==> src/rtl/iram_arb_pkg.sv <==
// Shared constants and state encoding for the instruction-RAM monitor arbiter.
package iram_arb_pkg;

    localparam int IRAM_ADR_W = 12;
    localparam int FAIR_LIMIT = 4;
    localparam int FAIR_GAP   = 2;

    typedef logic [2:0] state_t;

    localparam logic [2:0] ST_IDLE    = 3'd0;
    localparam logic [2:0] ST_DRAIN   = 3'd1;
    localparam logic [2:0] ST_ACCESS  = 3'd2;
    localparam logic [2:0] ST_CAPTURE = 3'd3;
    localparam logic [2:0] ST_RELEASE = 3'd4;
    localparam logic [2:0] ST_GAP     = 3'd5;

endpackage

==> src/rtl/iram_mon_arbiter.sv <==
// Arbitrates monitor read/write access to the instruction RAM against CPU fetch.
// Define IRAM_ARB_FAIR_EN to insert a fetch gap after every 4th held transaction.
module iram_mon_arbiter
    import iram_arb_pkg::*;
(
    input  logic                  clk,
    input  logic                  rst_n,
    input  logic                  cpu_run,
    input  logic                  mon_req,
    input  logic                  mon_we,
    input  logic [IRAM_ADR_W+1:2] mon_adr,
    input  logic [31:0]           mon_wdata,
    output logic                  mon_ack,
    output logic [31:0]           mon_rdata,
    output logic                  mon_busy,
    output logic                  fetch_hold,
    output logic                  i_read_sel,
    output logic [IRAM_ADR_W+1:2] i_ram_radr,
    output logic [IRAM_ADR_W+1:2] i_ram_wadr,
    output logic [31:0]           i_ram_wdata,
    output logic                  i_ram_wen,
    input  logic [31:0]           i_ram_rdata
);

    state_t                  state;
    state_t                  state_next;
    logic                    lat_we;
    logic [IRAM_ADR_W+1:2]   lat_adr;
    logic [31:0]             lat_wdata;
    logic                    hold_mode;
    logic                    accept;
    logic                    fair_trip;
    logic                    gap_active;
    logic                    gap_done;

    assign accept = (state == ST_IDLE) && mon_req;

`ifdef IRAM_ARB_FAIR_EN
    logic [2:0] fair_cnt;
    logic       gap_cnt;

    // fair_trip fires in RELEASE of the FAIR_LIMIT-th consecutive held transaction
    assign fair_trip  = hold_mode && (fair_cnt == 3'(FAIR_LIMIT - 1));
    assign gap_active = (state == ST_GAP);
    assign gap_done   = gap_active && (gap_cnt == 1'(FAIR_GAP - 1));

    always_ff @(posedge clk or negedge rst_n) begin
        if (!rst_n) begin
            fair_cnt <= 3'd0;
            gap_cnt  <= 1'b0;
        end else begin
            case (state)
                ST_IDLE:    if (!mon_req) fair_cnt <= 3'd0;
                ST_RELEASE: if (hold_mode) fair_cnt <= fair_cnt + 3'd1;
                ST_GAP: begin
                    if (gap_done) begin
                        gap_cnt  <= 1'b0;
                        fair_cnt <= 3'd0;
                    end else begin
                        gap_cnt  <= gap_cnt + 1'b1;
                    end
                end
                default: ;
            endcase
        end
    end
`else
    assign fair_trip  = 1'b0;
    assign gap_active = 1'b0;
    assign gap_done   = 1'b0;
`endif

    // NOTE: every variable written in always_comb gets a default first, so no latch is inferred.
    always_comb begin
        state_next = state;
        case (state)
            ST_IDLE:    if (mon_req) state_next = cpu_run ? ST_DRAIN : ST_ACCESS;
            ST_DRAIN:   state_next = ST_ACCESS;
            ST_ACCESS:  state_next = lat_we ? ST_RELEASE : ST_CAPTURE;
            ST_CAPTURE: state_next = ST_RELEASE;
            ST_RELEASE: state_next = fair_trip ? ST_GAP : ST_IDLE;
            ST_GAP:     if (gap_done) state_next = ST_IDLE;
            default:    state_next = ST_IDLE;
        endcase
    end

    // NOTE: sequential state uses non-blocking assignments so all registers update together.
    always_ff @(posedge clk or negedge rst_n) begin
        if (!rst_n) begin
            state     <= ST_IDLE;
            lat_we    <= 1'b0;
            lat_adr   <= '0;
            lat_wdata <= '0;
            hold_mode <= 1'b0;
            mon_rdata <= '0;
        end else begin
            state <= state_next;
            if (accept) begin
                lat_we    <= mon_we;
                lat_adr   <= mon_adr;
                lat_wdata <= mon_wdata;
                hold_mode <= cpu_run;
            end
            if (state == ST_CAPTURE) mon_rdata <= i_ram_rdata;
        end
    end

    // Hold is sticky once taken (hold_mode) but can still be raised late by cpu_run.
    assign mon_busy    = (state != ST_IDLE);
    assign mon_ack     = (state == ST_RELEASE);
    assign fetch_hold  = mon_busy && (hold_mode || cpu_run) && !gap_active;
    assign i_read_sel  = ((state == ST_ACCESS) && !lat_we) || (state == ST_CAPTURE);
    assign i_ram_wen   = (state == ST_ACCESS) && lat_we;
    assign i_ram_radr  = i_read_sel ? lat_adr : '0;
    assign i_ram_wadr  = lat_adr;
    assign i_ram_wdata = lat_wdata;

endmodule

==> config.mk <==
export PLATFORM = sky130hd
export DESIGN_NAME = iram_mon_arbiter
export DESIGN_NICKNAME = d
export VERILOG_FILES = /design/src/rtl/iram_arb_pkg.sv /design/src/rtl/iram_mon_arbiter.sv
export SDC_FILE = /design/constraint.sdc
export NUM_CORES = 1
export LEC_CHECK = 0
export CAP_MARGIN = 10
export CELL_PAD_IN_SITES_DETAIL_PLACEMENT = 1
export CELL_PAD_IN_SITES_GLOBAL_PLACEMENT = 1
export CORE_MARGIN = 2
export CORE_UTILIZATION = 27
export DETAILED_ROUTE_END_ITERATION = 8
export PLACE_DENSITY = 0.85
export REMOVE_ABC_BUFFERS = 1
export SLEW_MARGIN = 40
export SYNTH_ARGS = -nofsm -noshare
export SYNTH_HDL_FRONTEND = slang
export SYNTH_SLANG_ARGS = --single-unit
==> constraint.sdc <==
create_clock -name clk -period 1.49 [get_ports clk]
set_input_delay 0.3725 -clock clk [delete_from_list [all_inputs] [get_ports clk]]
set_output_delay 0.3725 -clock clk [all_outputs]
set_load 0.02 [all_outputs]
==> metrics.txt, run 1 <==
Worst R2R Setup Slack=-0.33 ns; synthesized area=3230 um2; Layout Skew=0.00628 ns; R2R Path End=i_ram_wadr[6]; status=complete, but fails checks; count leader, synth=dfrtp_1; n_diodes=0; Peak Freq=548 MHz; dpl cells=529; CTS Sinks=81; vias per inst=4.52; Crit Path Class=reg -> reg; grt ovf=0; Post-DP HPWL=7210 um; Die Span Y=between 100 and 150 um; FF/Latch Area=2030 um2; WP data arrival=2.03 ns; first-pass GRT wire length=between 15000 and 20000 um; die width=113 um; post-synth top area share=62.8%; largest net degree at the start of global routing=50; clk root buf=clkbuf_16; EDFF count, synth=0; Design Area, Final=5950 um2; clock tree buffer depth=2; yosys warns=0; clk_lat worst skew=between 0.3 and 0.4 ns; CTS H-tree lvls=3; DRC viols=0; Pwr Total=13.8 mW; fin crit period=1.82 ns; Tot GR Track Use=between 10% and 20%; commonest register cell after synthesis=dfrtp_1; initial antenna violation count=0; fin nets=between 400 and 500; synthesized flop and latch total=81; top post-synthesis cells by count=dfrtp_1 (81), mux2_2 (49), mux2_1 (29); area of the multi-input gates=1270 um2; MaxCap Viol Count=0; Iter 0 DRT Violations=74; layout cells sized above 1=between 30% and 40%; Worst EP required=1.70 ns; synth top area cells=dfrtp_1 (63%), mux2_2 (17%), mux2_1 (10%); worst hold path type=in -> async; VDD IR max=0.823 mV; # fillers=1168; core area=11500 um2; share of async-settable or async-resettable flops after synthesis=100%; # setup viols final=64; initial cell density of the core=between 20% and 30%; number of global-route vias before repair=2988; max-slew violations=0; IO buf count=about 170; GPL Wtd Cong=about 0.73; die area=12800 um2; CTS buffer count=9; worst setup margin=-0.335 ns; Site Rows=39; Routed Wire Length=10900 um; FF-to-FF Start=state[1]; R2R depth=5; DRT Pass-1 Iters=4; relative slew slack=81.3%; Startpoint Class=flop; area leader, netlist=dfrtp_1; Cells after Synth=approximately 200; violated checks=negative setup slack; Routed wire per std cell=19.5 um; CTS tree=built; Hold WS=between 0.0006 and 0.0007 ns; period utilisation layout=122%; RSZ-0062 raised after global routing=yes; Clock Pin Slew Worst Setup and Hold Paths=approximately 0.06 ns; leak pwr=2.64 nW; area delta synth->final=84.3%; PwrDens=2320 nW/um2; actual slew at the worst max-slew pin=~0.28 ns; dpl cell area=about 5300 um2; Routed Antenna Nets=0; sequential share of the synthesized area=62.8%; Hold Violations, Final=0; final non-filler cell total=560; Vias=2529; synthesized area per cell=16.0 um2; crit end category=flop; I/O Pins=174; CP Max Fanout=6; Unique masters post-synth=24
## critical path: stages, from the launching register on
cell	delay [ns]
dfrtp_2	0.45
buf_4	0.18
nor4b_4	0.27
buf_6	0.20
bufbuf_16	0.27
mux2_1	0.32
## cells by family (layout without fill, tap and decap cells)
group / Yosys count / after routing / synth area share, %
buf+inv: 13 / 229 / 3.10
mux: 78 / 78 / 27.2
flops: 81 / 81 / 62.8
simple gates: 24 / 24 / 5.59
compound gates: 5 / 5 / 1.24
## layout by cell type, fill, tap and decap left out, types with 2 or more instances in the layout
cell / netlist / routed
nor3b_4: 0 / 8
clkdlybuf4s50_1: 0 / 79
mux2_1: 29 / 24
buf_2: 5 / 7
mux2_2: 49 / 49
buf_6: 1 / 20
buf_16: 0 / 3
nor3b_2: 0 / 4
clkdlybuf4s15_2: 0 / 5
bufinv_16: 0 / 2
buf_12: 0 / 7
buf_4: 1 / 24
mux2_4: 0 / 5
dfrtp_1: 81 / 80
dlygate4sd2_1: 0 / 65
clkbuf_1: 2 / 2
clkbuf_16: 0 / 10
## sequential cells by signal, summed over array words and instances, names as in the netlist
name and flops:
i_ram_wadr 12, hold_mode 1, state 3, i_ram_wdata 32, mon_rdata 32, lat_we 1
## per-stage QoR
stage / setup slack (ns) / utilization, % / TNS [ns]
3_3_place_gp: -0.455 / 45.8 / -23.97
3_5_place_dp: -0.507 / 45.8 / -28.84
6_report: -0.335 / 51.6 / -17.51
2_1_floorplan: -1.19 / - / -70.89
5_1_grt: -0.391 / 51.6 / -21.48
4_1_cts: -0.338 / 50.7 / -15.80
## what timing repair did
action	CTS	global route
setup endpoints to repair	140	96
gates cloned	6	1
hold buffers	0	0
setup buffers	7	2
pin swaps	2	3
gates resized for setup	240	26
## layout make-up
class | count | area share, %
clock buffer | 12 | 4.15
clock inverter | 3 | 1.09
inverter | 1 | 0.105
multi-input combinational | 107 | 21.3
sequential | 81 | 34.1
tap | 143 | 3.01
timing repair buffer | 213 | 36.2
## report_power, final
| group | switching [mW] | internal (mW) |
|---|---|---|
| Clock | 0.847 | 1.50 |
| Combinational | 3.70 | 3.81 |
| Sequential | 0.594 | 3.34 |
| Total | 5.14 | 8.65 |
## how the worst max path moves through the flow
stage	endpoint	cells past startpoint	from	slack [ns]
final	i_ram_wadr[6]	5	state[1]	-0.33
after global routing	hold_mode	6	state[1]	-0.39
after CTS	fetch_hold	3	state[1]	-0.34
after detailed placement	i_ram_wdata[29]	4	mon_req	-0.51
after global placement	fetch_hold	3	cpu_run	-0.46
after floorplan	hold_mode	2	state[1]	-1.19
## per-layer routing
layer | vias to the layer above | track usage, % | wire [um]
met5 | - | 0 | 0
met4 | 0 | 7.89 | 230
met3 | 16 | 3.00 | 415
met2 | 75 | 32.9 | 6270
met1 | 1297 | 17.8 | 4030
li1 | 1141 | - | -
(Power assumes the default switching activity.)
==> inputs of run 2 (changes only) <==
CORE_MARGIN = default   (was 2)
==> run 2 against run 1 <==
Net effect: the run ends with design-rule violations, negative setup slack left; critical endpoint is now i_ram_radr[12]; worst setup slack worse by 0.025 ns; via count rose by 3.2%; first-iteration DRC count down 5.4%; clock-buffer cell count shrank 2; hold slack improved by 0.41 ns; critical path type is now reg -> out; register-to-register slack got worse by 0.02 ns.
==> metrics.txt, run 2 (synthesized netlist as in run 1, its figures left out) <==
crit path from=state[1]; top sig layer=met4; crit path to=i_ram_radr[12]; MaxCap Viol Count=0; Core Util, Final=54.2%; fin nets=508; clk root buf=clkbuf_16; period utilisation layout=124%; PwrDens=around 2400 nW/um2; Worst R2R Setup Slack=-0.35 ns; Startpoint Class=flop; Clock Pin Slew Worst Setup and Hold Paths=0.06 ns; dpl cells=534; Vias=2610; die width=111 um; critical path depth=5; IO buf count=173; largest net degree at the start of global routing=73; grt ovf=0; max-slew violations=0; CTS H-tree lvls=3; worst hold path type=in -> async; Routed Wire Length=around 12000 um; met2 wire length=6420 um; n_diodes=0; initial antenna violation count=0; FF-to-FF Start=state[2]; Pwr Total=14.7 mW; leak pwr=2.88 nW; relative slew slack=72.6%; setup tns final=-25.71 ns; WP data arrival=1.48 ns; die area=around 12000 um2; R2R Path End=i_ram_wdata[28]; worst setup margin=-0.360 ns; Crit Path Class=reg -> out; wl on met1=4420 um; # setup viols final=96; violated checks=design-rule violations, negative setup slack; Peak Freq=541 MHz; Hold Violations, Final=0; CP peak stage delay=roughly 0.41 ns; CTS buffer count=9; worst slack at placement=-0.506 ns; area delta synth->final=93.4%; commonest cells after routing, fill and taps aside=dfrtp_1 (81), clkdlybuf4s50_1 (79), dlygate4sd2_1 (64), mux2_4 (47), mux2_2 (31); VDD IR max=0.820 mV; clock tree buffer depth=2; RSZ-0062 raised after global routing=yes; Tot GR Track Use=between 10% and 20%; Layout Skew=0.00589 ns; WP buf/inv=3; layout cells sized above 1=45.6%; Iter 0 DRT Violations=70; DRC viols=14; final non-filler cell total=575; first-pass GRT wire length=17100 um; crit end category=output port; Design Area, Final=a little over 6000 um2; DRT Pass-1 Iters=6; fin crit period=1.85 ns; dpl cell area=5290 um2; core area=about 12000 um2; I/O Pins=roughly 170; GPL Wtd Cong=about 0.7; initial cell density of the core=~28%; R2R depth=7; actual slew at the worst max-slew pin=0.411 ns; CP delay by family, top=buffers and inverters; CTS tree=built; CP Max Fanout=7; Die Span Y=111 um; status=complete, but fails checks; wire length on met3=392 um; CTS Sinks=81; Cell Chain, Critical Path=buf_6, nand2b_4, buf_12, nor3b_4, buf_6; commonest non-fill, non-tap cell in the layout=dfrtp_1; slowest stage cell, crit path=dfrtp_1; Post-DP HPWL=6980 um; number of global-route vias before repair=around 3000; Routed wire per std cell=between 20 and 25 um; clk_lat worst skew=0.33 ns; vias per inst=4.54; Worst EP required=1.12 ns; most used cell, CP=buf_6; Site Rows=39; Routed Antenna Nets=0; Hold WS=between 0.4 and 0.5 ns
[run 2: cell types whose count changed in the layout (fill, tap and decap cells not counted), moves of 3 or more]
cell             previous run  this run
mux2_1                     24         0
buf_2                       7        11
clkdlybuf4s15_2             5         1
mux2_2                     49        31
buf_6                      20        27
clkbuf_16                  10        13
buf_4                      24        28
mux2_4                      5        47
[run 2: where the power goes]
part	switching (mW)	leakage (nW)	internal [mW]
registers	0.614	0.952	3.34
logic	3.88	1.77	4.49
clock network	0.901	0.152	1.46
total	5.40	2.88	9.29
[run 2: final cells by class]
type / count / area (um2)
Fill cell: 1145 / 5280
Timing Repair Buffer: 227 / 2290
Sequential cell: 81 / 2030
Multi-Input combinational cell: 107 / 1420
Clock buffer: 10 / 229
Tap cell: 143 / 179
Clock inverter: 6 / 82.6
Inverter: 1 / 6.26
[run 2: how the worst min path moves through the flow]
| stage | from | endpoint | slack [ns] | cells past startpoint |
|---|---|---|---|---|
| finish | rst_n | mon_rdata[14] | 0.41 | 2 |
| global placement | rst_n | mon_rdata[14] | 0.21 | 1 |
| detailed placement | rst_n | mon_rdata[14] | 0.22 | 1 |
| global route | rst_n | mon_rdata[19] | 0.42 | 2 |
| floorplan | rst_n | hold_mode | 0.08 | 0 |
| CTS | rst_n | mon_rdata[14] | 0.41 | 2 |
[run 2: metal layers]
layer  global-route usage (%)  vias to the layer above
met1                     20.2                     1353
li1                         -                     1167
met5                        0                        -
met2                     33.8                       73
met4                     7.75                        0
met3                     2.95                       17
[run 2: what timing repair did]
action	CTS	global route
pin swaps	8	11
endpoints found under the setup margin	171	105
buffers inserted	10	8
hold endpoints to repair	9	0
cloned	5	5
hold buffers	1	0
gates resized for setup	260	68
==> inputs of run 3 (changes only) <==
SKIP_CTS_REPAIR_TIMING = 1   (was default)
SLEW_MARGIN = default   (was 40)
==> run 3 against run 2 <==
Net effect: combinational power rose by 1%; sequential power barely moved; highest routed layer unchanged; the flow still finishes with violations (design-rule violations, negative setup slack); worst setup slack got worse by 0.0036 ns; largest cell class unchanged; non-clock buffer count fell by 7; final area rose by 2.4%; hold slack got worse by 0.0055 ns; final cell count fell by 1.2%; first-iteration DRC count rose by 19%; clock power barely moved; sequential cell count did not move.
==> metrics.txt, run 3 (synthesized netlist as in run 1, its figures left out) <==
area of the multi-input gates=1420 um2; fin nets=501; Crit Path Class=reg -> reg; core area=about 12000 um2; slowest stage cell, crit path=dfrtp_1; status=complete, but fails checks; commonest non-fill, non-tap cell in the layout=dfrtp_1; # setup viols final=96; clk root buf=clkbuf_16; PwrDens=approximately 2300 nW/um2; CTS Sinks=81; I/O Pins=174; WP data arrival=approximately 2.1 ns; die width=111 um; grt ovf=0; Cell Chain, Critical Path=buf_6, buf_4, nor4b_4, buf_6, clkbuf_16, mux2_2; CP peak stage delay=0.39 ns; largest net degree at the start of global routing=73; clock tree buffer depth=2; n_diodes=0; initial cell density of the core=28.0%; worst hold path type=in -> async; Worst EP required=1.71 ns; leak pwr=3.49 nW; actual slew at the worst max-slew pin=0.397 ns; Routed Wire Length=11400 um; Site Rows=39; DRC viols=14; Post-DP HPWL=6980 um; Peak Freq=539 MHz; period utilisation layout=124%; max-slew violations=0; crit end category=flop; clk_lat worst skew=around 0.33 ns; worst slack at placement=-0.506 ns; Startpoint Class=flop; CP Max Fanout=23; Routed Antenna Nets=0; GR Util met1=16.7%; number of global-route vias before repair=2851; crit path from=state[2]; relative slew slack=73.5%; Vias=2572; most used routing layer=met2; IO buf count=173; final non-filler cell total=roughly 570; Die Span Y=between 100 and 150 um; VDD IR max=0.844 mV; most used cell, CP=buf_6; area delta synth->final=98.2%; MaxCap Viol Count=0; initial antenna violation count=0; fin crit period=1.85 ns; layout cells sized above 1=between 40% and 50%; Tot GR Track Use=15.7%; CTS H-tree lvls=3; FF-to-FF Start=state[2]; Hold Violations, Final=0; Clock Pin Slew Worst Setup and Hold Paths=0.06 ns; vias per inst=roughly 4.5; FF/Latch Area=2030 um2; worst setup margin=-0.364 ns; GPL Wtd Cong=0.700; Layout Skew=0.00754 ns; Iter 0 DRT Violations=83; RSZ-0062 raised after global routing=yes; violated checks=design-rule violations, negative setup slack; met3 global-route usage=under 10%; commonest cells after routing, fill and taps aside=dfrtp_1 (81), clkdlybuf4s50_1 (79), dlymetal6s2s_1 (77), mux2_4 (57), buf_4 (34); Routed wire per std cell=20.0 um; DRT Pass-1 Iters=6; # fillers=1085; grt met2 use=29.4%; die area=12400 um2; first-pass GRT wire length=14900 um; CTS tree=built; dpl cells=534; CTS buffer count=9
==> run 3: cell count changes in the layout (fill, tap and decap cells not counted), sizes merged <==
| cell | change |
|---|---|
| dlymetal6s2s | +77 |
| clkbuf | +1 |
| clkdlybuf4s15 | -1 |
| buf | -20 |
| dlygate4sd2 | -64 |
==> run 3: final cells by class <==
cell class                      count  area share [%]
Timing Repair Buffer              220            38.3
Sequential cell                    81            31.7
Multi-Input combinational cell    107            22.3
Clock buffer                       10            3.58
Tap cell                          143            2.80
Clock inverter                      6            1.29
Inverter                            1          0.0587
==> run 3: per-stage QoR <==
step / cell area, um2 / hold slack [ns] / utilization [%] / setup TNS [ns] / total power, mW
global route: 6390 / 0.419 / 55.5 / -25.22 / 15.5
CTS: 5600 / -0.142 / 48.7 / -39.53 / 13.5
global placement: 5290 / 0.215 / 46.0 / -25.83 / 10.8
detailed placement: 5290 / 0.217 / 46.0 / -28.99 / 11.1
floorplan: 3130 / 0.0769 / - / -70.89 / 7.17
finish: 6390 / 0.408 / 55.5 / -20.86 / 14.8
==> run 3: worst max-delay path: cells and delay by family (launching register included) <==
family                 cells  cell delay (ns)
flip-flops                 1             0.39
multiplexers               1             0.35
AND/OR/NAND/NOR            1             0.28
buffers and inverters      4             0.68
==> run 3: power breakdown <==
part / internal, mW / switching [mW]
sequential: 3.34 / 0.629
clock: 1.46 / 0.898
combinational: 4.77 / 3.72
==> run 3: final timing paths <==
| path | to | slack, ns | cells after the start |
|---|---|---|---|
| setup / recovery | i_ram_wdata[31] | -0.36 | 6 |
| hold / removal | mon_rdata[14] | 0.41 | 2 |
| setup reg to reg | i_ram_wdata[31] | -0.36 | 6 |
| hold reg to reg | i_ram_wdata[29] | 0.48 | 1 |
| max in group asynchronous | mon_rdata[18] | 0.47 | 3 |
| min in group clk | i_ram_wdata[29] | 0.48 | 1 |
==> run 3: metal layers <==
metal	up-vias	share of wire, %	wire (um)
met1	1333	38	4300
met4	0	2.2	255
li1	1145	-	-
met5	-	0	0
met2	77	56	6350
met3	17	3.9	447
